$ cat config.mk
export PLATFORM = sky130hd
export DESIGN_NAME = dc_coeff_decoder
export DESIGN_NICKNAME = d
export VERILOG_FILES = /design/src/rtl/dc_coeff_decoder.sv
export SDC_FILE = /design/constraint.sdc
export NUM_CORES = 1
export LEC_CHECK = 0
export ABC_AREA = 1
export CELL_PAD_IN_SITES_DETAIL_PLACEMENT = 2
export CELL_PAD_IN_SITES_GLOBAL_PLACEMENT = 2
export CORE_UTILIZATION = 33
export CTS_BUF_LIST = sky130_fd_sc_hd__clkbuf_16
export DETAILED_ROUTE_END_ITERATION = 16
export GPL_TIMING_DRIVEN = 0
export PLACE_DENSITY = 0.88
export SKIP_LAST_GASP = 1
export SLEW_MARGIN = 20
export SYNTH_ARGS = -nofsm -noshare
export SYNTH_HDL_FRONTEND = slang
export SYNTH_SLANG_ARGS = --single-unit
export TNS_END_PERCENT = 20
$ cat constraint.sdc
create_clock -name clk -period 3.1 [get_ports clk]
set_input_delay 0.465 -clock clk [delete_from_list [all_inputs] [get_ports clk]]
set_output_delay 0.465 -clock clk [all_outputs]
set_load 0.01 [all_outputs]
$ cat src/rtl/dc_coeff_decoder.sv
`default_nettype none
// +--------------------------------------------------------------------------+
// | Module   : dc_coeff_decoder                                              |
// | Brief    : Decodes one Huffman-coded DC coefficient (category code plus  |
// |            magnitude bits). Define DC_PRED_EN to add the DPCM predictor. |
// | Revision : 1.0                                                          |
// +--------------------------------------------------------------------------+
module dc_coeff_decoder (
  input  logic        clk,
  input  logic        rst_n,
  input  logic        start,
  input  logic        pred_clear,
  input  logic        bit_in,
  input  logic        bit_valid,
  output logic        bit_ready,
  output logic [15:0] bit_series,
  output logic [4:0]  length,
  input  logic [3:0]  r_value,
  input  logic        is_valid,
  output logic [11:0] dc_value,
  output logic        dc_valid,
  input  logic        dc_ready,
  output logic        err
);

  typedef enum logic [2:0] {
    IDLE = 3'd0,
    CODE = 3'd1,
    MAG  = 3'd2,
    OUT  = 3'd3,
    ERR  = 3'd4
  } state_t;

  localparam logic [3:0] c_max_code_len = 4'd9;

  state_t      r_state,    w_state_nxt;
  logic [15:0] r_code,     w_code_nxt;
  logic [3:0]  r_len,      w_len_nxt;
  logic [3:0]  r_rval,     w_rval_nxt;
  logic [15:0] r_mag,      w_mag_nxt;
  logic [3:0]  r_mcnt,     w_mcnt_nxt;
  logic [11:0] r_dc_value, w_dc_value_nxt;
  logic        r_dc_valid, w_dc_valid_nxt;
  logic        r_err,      w_err_nxt;

  logic        w_accept;
  logic [3:0]  w_len_inc;
  logic [3:0]  w_mcnt_inc;
  logic [15:0] w_mag_shift;
  logic        w_first;
  logic [11:0] w_mask;
  logic [11:0] w_diff;
  logic [11:0] w_pred;

  assign bit_ready = (r_state == CODE) || (r_state == MAG);
  assign w_accept  = bit_valid && bit_ready;

  // Candidate code: bits gathered so far plus the bit currently on the wire.
  assign bit_series = (r_state == CODE) ? (r_code | ({15'd0, bit_in} << r_len)) : 16'd0;
  assign length     = (r_state == CODE) ? ({1'b0, r_len} + 5'd1) : 5'd0;

  assign w_len_inc   = r_len + 4'd1;
  assign w_mcnt_inc  = r_mcnt + 4'd1;
  assign w_mag_shift = {r_mag[14:0], bit_in};

  // A leading 0 marks a negative difference: diff = m - (2^r - 1), taken mod 2^12.
  assign w_first = w_mag_shift[r_rval - 4'd1];
  assign w_mask  = (12'd1 << r_rval) - 12'd1;
  assign w_diff  = w_first ? w_mag_shift[11:0] : (w_mag_shift[11:0] - w_mask);

`ifdef DC_PRED_EN
  logic [11:0] r_pred;

  always_ff @(posedge clk or negedge rst_n) begin
    if (!rst_n) begin
      r_pred <= 12'd0;
    end else if (pred_clear) begin
      r_pred <= 12'd0;
    end else if ((r_state == OUT) && dc_ready) begin
      r_pred <= r_dc_value;
    end
  end

  assign w_pred = r_pred;
`else
  logic w_unused_pred_clear;
  assign w_unused_pred_clear = pred_clear;
  assign w_pred = 12'd0;
`endif

  always_ff @(posedge clk or negedge rst_n) begin
    if (!rst_n) begin
      r_state    <= IDLE;
      r_code     <= 16'd0;
      r_len      <= 4'd0;
      r_rval     <= 4'd0;
      r_mag      <= 16'd0;
      r_mcnt     <= 4'd0;
      r_dc_value <= 12'd0;
      r_dc_valid <= 1'b0;
      r_err      <= 1'b0;
    end else begin
      r_state    <= w_state_nxt;
      r_code     <= w_code_nxt;
      r_len      <= w_len_nxt;
      r_rval     <= w_rval_nxt;
      r_mag      <= w_mag_nxt;
      r_mcnt     <= w_mcnt_nxt;
      r_dc_value <= w_dc_value_nxt;
      r_dc_valid <= w_dc_valid_nxt;
      r_err      <= w_err_nxt;
    end
  end

  always_comb begin
    w_state_nxt    = r_state;
    w_code_nxt     = r_code;
    w_len_nxt      = r_len;
    w_rval_nxt     = r_rval;
    w_mag_nxt      = r_mag;
    w_mcnt_nxt     = r_mcnt;
    w_dc_value_nxt = r_dc_value;
    w_dc_valid_nxt = r_dc_valid;
    w_err_nxt      = r_err;

    case (r_state)
      IDLE: begin
        if (start) begin
          w_state_nxt = CODE;
          w_code_nxt  = 16'd0;
          w_len_nxt   = 4'd0;
        end
      end

      CODE: begin
        if (w_accept) begin
          if (is_valid) begin
            if (r_value == 4'd0) begin
              w_dc_value_nxt = w_pred;
              w_dc_valid_nxt = 1'b1;
              w_state_nxt    = OUT;
            end else begin
              w_rval_nxt  = r_value;
              w_mag_nxt   = 16'd0;
              w_mcnt_nxt  = 4'd0;
              w_state_nxt = MAG;
            end
          end else begin
            w_code_nxt = bit_series;
            w_len_nxt  = w_len_inc;
            if (w_len_inc == c_max_code_len) begin
              w_err_nxt   = 1'b1;
              w_state_nxt = ERR;
            end
          end
        end
      end

      MAG: begin
        if (w_accept) begin
          w_mag_nxt  = w_mag_shift;
          w_mcnt_nxt = w_mcnt_inc;
          if (w_mcnt_inc == r_rval) begin
            w_dc_value_nxt = w_diff + w_pred;
            w_dc_valid_nxt = 1'b1;
            w_state_nxt    = OUT;
          end
        end
      end

      OUT: begin
        if (dc_ready) begin
          w_dc_valid_nxt = 1'b0;
          w_state_nxt    = IDLE;
        end
      end

      ERR: begin
        if (start) begin
          w_err_nxt   = 1'b0;
          w_code_nxt  = 16'd0;
          w_len_nxt   = 4'd0;
          w_state_nxt = CODE;
        end
      end

      default: begin
        w_state_nxt = IDLE;
      end
    endcase
  end

  assign dc_value = r_dc_value;
  assign dc_valid = r_dc_valid;
  assign err      = r_err;

endmodule
`default_nettype wire

=== After elaboration in Yosys (flattened, before gate mapping) ===
Cells that the tools add are included.

* $add $sub $neg: 6
* Magnitude comparators: 1
* Equality and inequality tests: 18
* Shifts and indexed selects: 2
* Muxes and demuxes: 50
* Bitwise gates (word level): 2
* Reductions and logical operators: 16

{| class="wikitable"
|+ Operator list
! kind !! number
|-
| 12-bit two-way mux || 6
|-
| 16-bit two-way mux || 4
|-
| 15-bit two-way mux || 4
|-
| 16-bit one-hot mux with 2 select lines || 1
|-
| 15-bit one-hot mux with 2 select lines || 1
|-
| 4-bit two-way mux || 7
|-
| 12-bit one-hot mux with 2 select lines || 1
|-
| 3-bit two-way mux || 7
|-
| 16-bit bitwise OR || 1
|-
| 4-bit one-hot mux with 2 select lines || 2
|-
| 1-bit by 4-bit left shift with 16-bit output || 1
|-
| 2-bit != test (second input constant) || 7
|-
| 1-bit two-way mux || 12
|-
| 3-bit one-hot mux with 4 select lines || 1
|-
| 6-bit AND reduction || 2
|-
| 1-bit by 4-bit left shift with 12-bit output (first input constant) || 1
|-
| 12-bit by 1-bit subtractor with 12-bit output (second input constant) || 1
|-
| 12-bit subtractor || 1
|-
| 5-bit AND reduction || 2
|-
| 4-bit by 1-bit adder with 4-bit output (second input constant) || 2
|-
| 2-bit by 1-bit != test with 1-bit output (second input constant) || 4
|-
| 4-bit AND reduction || 2
|-
| 7-bit AND reduction || 1
|-
| 3-bit by 2-bit == test with 1-bit output (second input constant) || 2
|-
| 20 further kinds || 22
|}

* Register bits after elaboration: 60
* Bits of input ports: 12
* Output and inout port bits: 36
* Logic and storage cells: 104

=== Longest topological paths before layout ===
* Word-level depth: 7
* Gate-level depth with buffers: 18
* Depth with buffers taken out: 18

=== Worst setup path before layout ===
No wires, ideal clock.

* Path type: flip-flop to flip-flop
* From: reg r_rval[0]
* To: reg r_dc_value[9] (netlist: dc_value[9])
* Setup time: 0.117 ns
* Data arrival time: 2.327 ns
* Required time: 2.983 ns
* Setup slack: 0.656 ns
* Cell stages (with the launch flop): 16
* Buffers on the path: 1
* Clock period less this slack: 2.444 ns
* Path through: dfrtp_1 inv_1 buf_2 ha_1 nand3_1 ha_1 ha_1 fa_1 nand3_1 nand3_1 nand2_1 nand3b_1 nand2_1 nand3_1 nand3_2 nand2_1

* Cells in the longest elaborated chain, start to end: 7
* Elaborated cells on any way between the ends: 13
* Classes of those cells: add/sub: 3; eq/ne: 2; shift: 1; mux: 6; reduce/logical: 1

{| class="wikitable"
|+ RTL lines
! what !! line !! RTL
|-
| start: declaration || 39 || <nowiki>logic [3:0] r_rval, w_rval_nxt;</nowiki>
|-
| start signal: assignment || 106 || <nowiki>r_rval <= w_rval_nxt;</nowiki>
|-
| 1-bit by 4-bit left shift with 12-bit output / 4-bit by 1-bit subtractor with 4-bit output (equally long branches) || 68, 67 ||
|-
| 12-bit by 1-bit subtractor with 12-bit output / 1-bit binary-select mux with 4-bit select (equally long branches) || 68, 67 ||
|-
| 12-bit subtractor / 1-bit two-way mux (equally long branches) || 69, 67 ||
|-
| 12-bit two-way mux || 69 || <nowiki>assign w_diff = w_first ? w_mag_shift[11:0] : (w_mag_shift[11:0] - w_mask);</nowiki>
|-
| 12-bit two-way mux || 163 || <nowiki>if (w_mcnt_inc == r_rval) begin</nowiki>
|-
| 12-bit two-way mux || 160 || <nowiki>if (w_accept) begin</nowiki>
|-
| 12-bit one-hot mux with 2 select lines || 126 || <nowiki>case (r_state)</nowiki>
|-
| end signal: assignment || 109 || <nowiki>r_dc_value <= w_dc_value_nxt;</nowiki>
|-
| end: declaration || 42 || <nowiki>logic [11:0] r_dc_value, w_dc_value_nxt;</nowiki>
|}

Parallel ways exist; a longest one is shown, timed or not. The select of a mux whose other input is x is not followed.
A chain may end at the register's enable or synchronous reset.

=== Worst setup path after layout ===
* From: in bit_in
* To: out bit_series[0]

* Cells in the longest elaborated chain, start to end: 3

{| class="wikitable"
|+ RTL lines
! what !! line !! RTL
|-
| start: declaration || 13 || <nowiki>input logic bit_in,</nowiki>
|-
| 1-bit by 4-bit left shift with 16-bit output || 59 || <nowiki>assign bit_series = (r_state == CODE) ? (r_code | ({15'd0, bit_in} << r_len)) : 16'd0;</nowiki>
|-
| 16-bit bitwise OR || 59 ||
|-
| 16-bit two-way mux || 59 ||
|-
| end: declaration || 16 || <nowiki>output logic [15:0] bit_series,</nowiki>
|}

No other way between the ends.

==> metrics.md <==
| Metric | Value |
|---|---|
| TritonCTS clock tree | `yes` |
| Async SR Flop Fraction | `100%` |
| Die width | `about 120 um` |
| Seq/Total Area, Yosys | `a little over a third` |
| Die area | `13400 sq um` |
| Max-cap check violation count | `0` |
| Iteration-0 DRC Markers | `126` |
| Post-synthesis mux area share | `0%` |
| Final ANT Viol Nets | `0` |
| EDFF count, synth | `0` |
| Total gr overflow | `0` |
| Max VDD drop | `approximately 0.00036 V` |
| Total power | `just over 0.005 W` |
| RSZ-0062 raised after global routing | `true` |
| Met1 usage | `between 20% and 30%` |
| Reg2reg start | `r_rval[0]$_DFFE_PN0P_` |
| Largest family of logic cells by synthesized area | `simple AND/OR/NAND/NOR gates` |
| Syn_area_per_cell | `7.37 sq um` |
| Die Y | `116 um` |
| Core area | `12600 sq um` |
| Final Slew Violations | `0` |
| Synth Area in Compound Gates | `~10%` |
| Vias per cell | `5.18` |
| # DRC | `0` |
| Mapped Cells | `between 500 and 600` |
| PD cells | `a little under 1000 nW/um^2` |
| Clock sink count | `60` |
| Clk slew on worst S/H paths | `approximately 50 ps` |
| Worst Path Max Fanout | `8` |
| Final Hold Vio Count | `0` |
| Number of global-route vias before repair | `4751` |
| First drt pass iteration count | `4` |
| Warnings, synthesis | `0` |
| Top post-synthesis cells by area | `dfrtp_1, nand2_1, ha_1, nand3_1, inv_1` |
| Synth Area in Adders | `8.94%` |
| Status | `complete, no violations` |
| Crit-path cells | `clkdlybuf4s50_1 -> inv_1 -> nor2_4 -> nand4_1 -> a21oi_1 -> clkdlybuf4s50_1` |
| Synth Area in Simple Gates | `33.5%` |
| Design Area, Final | `~5200 sq um` |
| Synth top area share | `a little over a third` |
| Cell leakage power | `about 2.5 nW` |
| Number of buffer and inverter stages on the critical path | `3` |
| Placer Congestion | `0.847` |
| HP Start | `err$_DFFE_PN0P_` |
| Most frequent cell after synthesis | `nand2_1` |
| Mapped Area | `around 4300 sq um` |
| WL final | `15000 um` |
| Final setup viols | `0` |
| HP Class | `register to register` |
| Deepest clock path buffer count | `2` |
| Mapped Nets | `623` |
| Setup TNS | `0 ps` |
| GRT Max-Usage Layer | `met2` |
| Gr usage total | `24.2%` |
| Max Clock Skew | `6.10 ps` |
| Fin crit share | `94.2%` |
| Fmax | `343 MHz` |
| Crit path from | `bit_in` |
| CP max stage delay | `about 590 ps` |
| First-pass GRT wire length | `24500 um` |
| Initial Util | `33.9%` |
| Delay-heaviest family, CP | `buffers and inverters` |
| Fraction of layout cells with a size suffix above 1 | `11.4%` |
| Synth Register Bits | `60` |
| Routed WL per cell | `18.5 um` |
| Post-DP Area | `4980 sq um` |
| Area delta synth->final | `22.4%` |
| Req. time, crit path | `2630 ps` |
| Worst setup EP type | `output port` |
| Worst slew pin tran | `between 500 and 600 ps` |
| Port Buffers | `46` |
| Tmin final | `2920 ps` |
| CTS root buffer | `clkbuf_16` |
| TritonCTS buffer count | `9` |
| DP HPWL | `11500 um` |
| Worst relative slew slack | `66.4%` |
| Worst Path Arrival | `2450 ps` |
| Met2 Use GR | `43.5%` |
| GR Util met3 | `5.18%` |
| Crit-path most repeated cell | `clkdlybuf4s50_1` |
| Primary FF master, synth | `dfrtp_1` |
| Diode count | `0` |
| XOR/XNOR Fraction of Synth Area | `1.43%` |
| Worst setup SP type | `input pin` |
| Number of placement rows | `41` |
| Area leader, netlist | `dfrtp_1` |
| Setup Crit Path Kind | `input pin to output port` |
| Top cells by count, synth | `nand2_1, inv_1, dfrtp_1, nand3_1, ha_1` |
| Layout net count | `682` |
| Clock Latency Late Sink | `340 ps` |
| Post-synth cell types | `33` |
| Htree depth | `3` |
| IO Pins | `48` |
| Via count | `4210` |
| Largest net degree at the start of global routing | `55` |
| Initial antenna violation count | `0` |
| Slowest-stage cell, CP | `clkdlybuf4s50_1` |
| Hold WS | `about 490 ps` |
## repair_timing
item,in CTS,in global routing
hold endpoints to repair,6,0
setup buffers,0,0
endpoints found under the setup margin,4,5
hold buffers,1,0
gates resized for setup,1,3
## flip-flops by register name, indices dropped and copies added, names as in the netlist
register	count
err	1
r_len	4
r_code	16
r_rval	4
r_mag	15
dc_valid	1
r_state	3
r_mcnt	4
dc_value	12
## layout by cell type (no fill, tap or decap), drive strengths merged
| cell type | n |
|---|---|
| nand2 | 181 |
| inv | 90 |
| nand3 | 73 |
| dfrtp | 60 |
| clkdlybuf4s50 | 45 |
| ha | 29 |
| nor2 | 28 |
| o21ai | 28 |
| a21oi | 21 |
| o22ai | 20 |
| buf | 19 |
| nand4 | 16 |
| clkbuf | 11 |
| nand3b | 7 |
| xnor2 | 5 |
| clkinv | 3 |
| xor2 | 2 |
| o211ai | 1 |
| fa | 1 |
| dlygate4sd3 | 1 |
## through the flow
stage / cells / util (%) / worst slack, ps
floorplan: 581 / - / 656
global placement: 799 / 39.3 / -460
detailed placement: 800 / 39.5 / -35.8
CTS: 813 / 41.5 / 56.6
global route: 813 / 41.5 / -20.9
finish: 813 / 41.5 / 181
## path summary, 6_finish.rpt
check	cells after the start	slack, ps	to
setup / recovery	6	180	bit_series[0]
hold / removal	2	490	err$_DFFE_PN0P_
setup reg to reg	15	190	dc_value[7]$_DFFE_PN0P_
hold reg to reg	2	490	err$_DFFE_PN0P_
max in group asynchronous	3	2070	r_mag[13]$_DFFE_PN0P_
min in group asynchronous	2	510	dc_value[6]$_DFFE_PN0P_
## routing by layer
metal,part of all wire [%],up-vias
met5,0,-
met1,42,2132
met2,53,61
li1,-,1992
met3,2.5,25
met4,2.4,0
## final cells by class
| class | instances | area [sq um] |
|---|---|---|
| tap | 172 | 215 |
| sequential | 60 | 1500 |
| clock inverter | 3 | 11.3 |
| multi-input combinational | 412 | 2330 |
| timing repair buffer | 48 | 495 |
| clock buffer | 9 | 225 |
| buffer | 19 | 120 |
| inverter | 90 | 340 |
| fill | 1490 | 7380 |
## logic make-up (layout without fill, tap and decap cells)
family	Yosys count	count (layout)
XOR/XNOR	7	7
AND/OR/NAND/NOR	305	305
adder cells (fa/ha/maj)	30	30
AO/OA/AOI/OAI	70	70
flip-flops	60	60
buffers and inverters	109	169
## worst min-delay path: cells and delay by family, from the launching register on
family / cells / cell delay [ps]
flops: 1 / 350
simple gates: 2 / 110
## power by group
group	internal [W]	switching (W)	leakage, nW
Sequential	0.000908	0.000102	0.821
Combinational	0.00106	0.00227	1.61
Clock	0.000512	0.000342	0.123
(Power assumes the default switching activity.)
==> patch 1: new RTL, same flow settings <==
Take the reset off `r_dc_value` and load it in a clocked block of its own.
--- a/src/rtl/dc_coeff_decoder.sv
+++ b/src/rtl/dc_coeff_decoder.sv
@@ -98,3 +98,2 @@
       r_mcnt     <= 4'd0;
-      r_dc_value <= 12'd0;
       r_dc_valid <= 1'b0;
@@ -108,3 +107,2 @@
       r_mcnt     <= w_mcnt_nxt;
-      r_dc_value <= w_dc_value_nxt;
       r_dc_valid <= w_dc_valid_nxt;
@@ -112,2 +110,6 @@
     end
+  end
+
+  always_ff @(posedge clk) begin
+    r_dc_value <= w_dc_value_nxt;
   end
Behaviour: differs if rst_n is asserted again (counterexample within 4 cycles, from zero or initial values and one cycle with rst_n low); with rst_n held inactive, the same outputs for 4 cycles.
==> patch 1 against the original RTL <==
Register-to-register slack improved by 0.05 ns. Clock power rose by 14%. Design area fell by 3.2%. Sequential cell count is the same. Power down 1.8%. Global-route usage fell by 1.2 points. Setup slack worse by 0.051 ns. Area after synthesis decreased by 3.8%. Core utilization rose by 0.35 points. Routed wire length down 8.5%. Sequential share of layout area increased by 2.2 points. Sequential power grew 6%. Critical path type unchanged. Largest cell class unchanged. Highest routed layer unchanged.
==> patch 1: results (changes against the original RTL) <==
maxCapViolations: 0  # unchanged
min_path_type: "input pin to asynchronous set/reset pin"  # was flop to flop
arrival_ns: 2.51  # was 2.45 ns
routed_wl_um: 13700  # was 15000 um
antenna_found_initial: 0  # unchanged
internal-power_w: 0.00261  # was 0.00248 W
yosysSeqAreaShare_pct: 37.9  # was 35.1%
power.leakage_nw: 2.35  # was 2.55 nW
syn_nets: 587  # was 623
max-clock-path-buffers: 2  # unchanged
n_fill_cell: 1448  # was 1490
hpwl_um: 10300  # was 11500 um
grt_first_pass_wirelength_um: 22900  # was 24500 um
fin_nets: 643  # was 682
synth_area_leaders: "dfrtp_1 (29%), nand2_1 (12%), ha_1 (8.8%)"  # was dfrtp_1 (35%), nand2_1 (16%), ha_1 (8.5%)
cp_max_fo: 8  # unchanged
final_layout_size_suffix_gt1_share_pct: 9.57  # was 11.4%
drt_first_iter_violations: 201  # was 126
clock_skew_ns: 0.00702  # was 0.00610 ns
pre_cts_ws_ns: -0.0724  # was -0.0358 ns
ir_drop_uv: 355  # was 361 uV
first_pass_iters: 4  # unchanged
cpPeakStageDelay_ns: 0.60
ys_types: 37  # was 33
gr-usage-all-layers_pct: 23.0  # was 24.2%
cp_slowest_cell: "clkdlybuf4s50_1"  # unchanged
slew_headroom_pct: 55.0  # was 66.4%
cts_tree: "built"  # unchanged
gp_congestion: 0.839  # was 0.847
synthArstFlopShare_pct: 80.0  # was 100%
status: "complete, no violations"  # unchanged
grt_pass1_vias: 4488  # was 4751
dr_total_vias: 3975  # was 4210
synth_common_cells: "nand2_1 (135), inv_1 (75), nand3_1 (64), dfrtp_1 (48), o21ai_0 (34)"  # was nand2_1 (177), inv_1 (77), dfrtp_1 (60), nand3_1 (59), ha_1 (29)
critical_path.top_delay_family: "buffers and inverters"  # unchanged
ys.flop_type: "dfrtp_1"  # unchanged
synth_edf_count: 12  # was 0
die-area_um2: 12900  # was 13400 um^2
grt_max_degree: 49  # was 55
==> patch 1: changes by cell type in the layout (fill, tap and decap cells not counted), sizes merged, moves of 3 or more <==
cell    change
nand2      -42
buf         -3
nand3b      -5
o22ai      -12
xnor2       +3
edfxtp     +12
xor2        +4
nor2        +6
dfrtp      -12
o21ai      +11
nand3       -4
==> patch 1: per-layer routing <==
layer	share of wire [%]	GRT usage (%)	up-vias	wire length, um
li1	-	-	1884	-
met1	45	27.9	2040	6140
met2	52	41.3	38	7140
met3	1.5	3.13	13	203
met4	1.8	8.68	0	249
met5	0	0	-	0
==> patch 1: layout make-up <==
class	instances	area, um^2	share of cell area, %
Buffer	17	105	2.07
Inverter	87	332	6.54
Clock buffer	9	225	4.44
Sequential cell	60	1560	30.8
Clock inverter	7	53.8	1.06
Multi-Input combinational cell	380	2130	41.9
Tap cell	168	210	4.14
Timing Repair Buffer	46	458	9.03
==> patch 1: what timing repair did <==
item                       CTS  global route
gates resized for setup      1             4
setup buffers                0             0
hold buffers                 0             0
setup endpoints to repair    4             3
==> patch 1: cells by family (layout without fill, tap and decap cells) <==
family / after synthesis / after routing / synth area share, %
buffers and inverters: 105 / 166 / 10.7
flip-flops: 60 / 60 / 37.9
XOR/XNOR: 14 / 14 / 2.98
AND/OR/NAND/NOR: 263 / 263 / 28.9
AO/OA/AOI/OAI: 73 / 73 / 10.2
adder cells (fa/ha/maj): 30 / 30 / 9.30
==> patch 1: worst paths after layout <==
check	from	endpoint	slack, ns	cells after the start
setup / recovery	bit_in	bit_series[14]	0.13	6
hold / removal	rst_n	r_code[5]	0.16	1
setup reg to reg	r_rval[1]	dc_value[11]	0.24	17
hold reg to reg	err	err	0.49	2
max in group asynchronous	rst_n	r_rval[1]	2.44	1
min in group clk	err	err	0.49	2
==> patch 1: power by group through the flow <==
| stage | sequential (W) | clock [W] | combinational [W] |
|---|---|---|---|
| 2_1_floorplan | 0.00108 | 0 | 0.00207 |
| 3_3_place_gp | 0.00107 | 0 | 0.00284 |
| 3_5_place_dp | 0.00108 | 0 | 0.00303 |
| 4_1_cts | 0.00107 | 0.000991 | 0.00309 |
| 5_1_grt | 0.00109 | 0.00102 | 0.00341 |
| 6_report | 0.00107 | 0.000971 | 0.00305 |
==> patch 1: metrics by stage <==
| step | hold slack [ns] | area (um^2) | cells |
|---|---|---|---|
| final | 0.158 | 5070 | 774 |
| after global routing | 0.208 | 5070 | 774 |
| after CTS | 0.179 | 5070 | 775 |
| after detailed placement | 0.487 | 4790 | 759 |
| after global placement | 0.459 | 4790 | 759 |
| after floorplan | 0.169 | 4120 | 545 |
==> patch 2: new RTL, same flow settings <==
Without the edit above. Build with the macro `DC_PRED_EN` defined.
--- a/src/rtl/dc_coeff_decoder.sv
+++ b/src/rtl/dc_coeff_decoder.sv
@@ -7,2 +7,4 @@
 // +--------------------------------------------------------------------------+
+`define DC_PRED_EN
+
 module dc_coeff_decoder (
Formal check against the unedited RTL: not equivalent (Yosys sat finds a counterexample within 10 cycles, from zero or initial values and one cycle with rst_n low).
==> patch 2 against the original RTL <==
Sequential cell count grew 12. Design area grew 39%. Critical endpoint is now dc_value[11]. Routed wire length grew 80%. Area after synthesis grew 19%. Setup slack lost 1.4 ns. Highest routed layer unchanged. The flow now finishes with violations (negative setup slack). Synthesized cell count grew 16%. Critical path depth grew 21.
Power is not compared: it rests on default switching activity, and its combinational part moved more than twofold at a synthesized area within 25%.
==> patch 2: results (changes against the original RTL) <==
cp_slowest_cell: "dfrtp_2"  # was clkdlybuf4s50_1
placed_cell_area_um2: 5910  # was 4980 um^2
cts_resized: 81  # was 1
routed_wl_um: 27100  # was 15000 um
syn_nets: 731  # was 623
setup_viol: 17  # was 0
sh_seq_area_pct: 24.8  # was 28.6%
timing.hold.ws_ns: 0.0341  # was 0.489 ns
multi_input_area_share_pct: 49.5  # was 44.5%
clock_skew_ns: 0.00914  # was 0.00610 ns
grt_pass1_vias: 6466  # was 4751
grt_first_pass_wirelength_um: 36600  # was 24500 um
status: "finished, violations left"  # was complete, no violations
synth_area_leaders: "dfrtp_1 (35%), nand2_1 (10%), ha_1 (10%)"  # was dfrtp_1 (35%), nand2_1 (16%), ha_1 (8.5%)
numPortBuffers: 47  # was 46
clk_latency_ns: 0.37  # was 0.34 ns
dr_total_vias: 5742  # was 4210
area_delta_synth_final_pct: 43.0  # was 22.4%
first_pass_iters: 5  # was 4
arrival_ns: 4.57  # was 2.45 ns
grt_max_degree: 45  # was 55
fin_nets: 832  # was 682
tns_ns: -9.15  # was 0 ns
min_path_type: "input pin to asynchronous set/reset pin"  # was flop to flop
violations: "negative setup slack"
gp_congestion: 0.828  # was 0.847
synth_compound_area_share_pct: 14.9  # was 10.4%
yosysSeqAreaShare_pct: 35.4  # was 35.1%
instances_no_fill: 969  # was 813
ys_types: 40  # was 33
critical_path.top_delay_family: "simple AND/OR/NAND/NOR gates"  # was buffers and inverters
synth_common_cells: "nand2_1 (141), inv_1 (80), dfrtp_1 (72), nand3_1 (65), o21ai_0 (57)"  # was nand2_1 (177), inv_1 (77), dfrtp_1 (60), nand3_1 (59), ha_1 (29)
n_all_buffers: 110  # was 67
cts_sinks: 72  # was 60
final_layout_size_suffix_gt1_share_pct: 26.8  # was 11.4%
dpl.cell_count: 911  # was 800
hpwl_um: 13900  # was 11500 um
setup_ws_ns: -1.23  # was 0.181 ns
synth.area.mux_share_pct: 0.197  # was 0%
cpPeakStageDelay_ns: 0.45  # was 0.59 ns
synth-adder-area-share_pct: 11.1  # was 8.94%
==> patch 2: cell count changes after synthesis, moves of 8 or more <==
cell / change
o21ai_0: +50
nand2_1: -36
o21ai_1: -18
o22ai_2: -10
nor2_1: +17
dfrtp_1: +12
nand3_2: -8
xor2_1: +9
o22ai_1: +11
ha_1: +13
a21oi_1: +24
==> patch 2: worst reg2reg max path, stage by stage, from the launching register on <==
cell,delay [ns]
dfrtp_2,0.45
buf_6,0.15
inv_6,0.05
buf_12,0.10
ha_4,0.16
buf_4,0.13
nand3_4,0.09
ha_4,0.23
ha_4,0.30
buf_12,0.11
nand2_4,0.08
o21ai_4,0.21
a21oi_2,0.08
buf_4,0.15
a21oi_1,0.13
o21ai_1,0.11
o21ai_1,0.16
inv_2,0.11
ha_4,0.31
nand2_2,0.11
nor2_2,0.18
nand3_1,0.13
nand3_2,0.15
inv_2,0.08
nand2_4,0.09
nand4_1,0.15
nand3_2,0.14
nand2_1,0.06
==> patch 2: per-layer routing <==
layer / wire (um) / global-route usage, % / part of all wire, %
met2: 14200 / 57.0 / 52
met4: 1480 / 14.4 / 5.5
met1: 10100 / 33.4 / 37
met5: 0 / 0 / 0
met3: 1290 / 4.93 / 4.7
==> patch 2: final timing paths <==
check	startpoint	end	cells past startpoint
max reg2reg	r_rval[0]	dc_value[11]	27
min	rst_n	dc_valid	1
max in group asynchronous	rst_n	r_rval[1]	2
min reg2reg	err	err	2
max	r_rval[0]	dc_value[11]	27
min in group clk	err	err	2
==> patch 2: power groups by stage <==
stage                     Combinational [W]  Sequential, W  Clock [W]
after floorplan                     0.00263        0.00129          0
after global placement              0.00362        0.00128          0
after detailed placement            0.00392        0.00130          0
after CTS                           0.00499        0.00129    0.00106
after global routing                0.00693        0.00133    0.00110
final                               0.00665        0.00132    0.00107
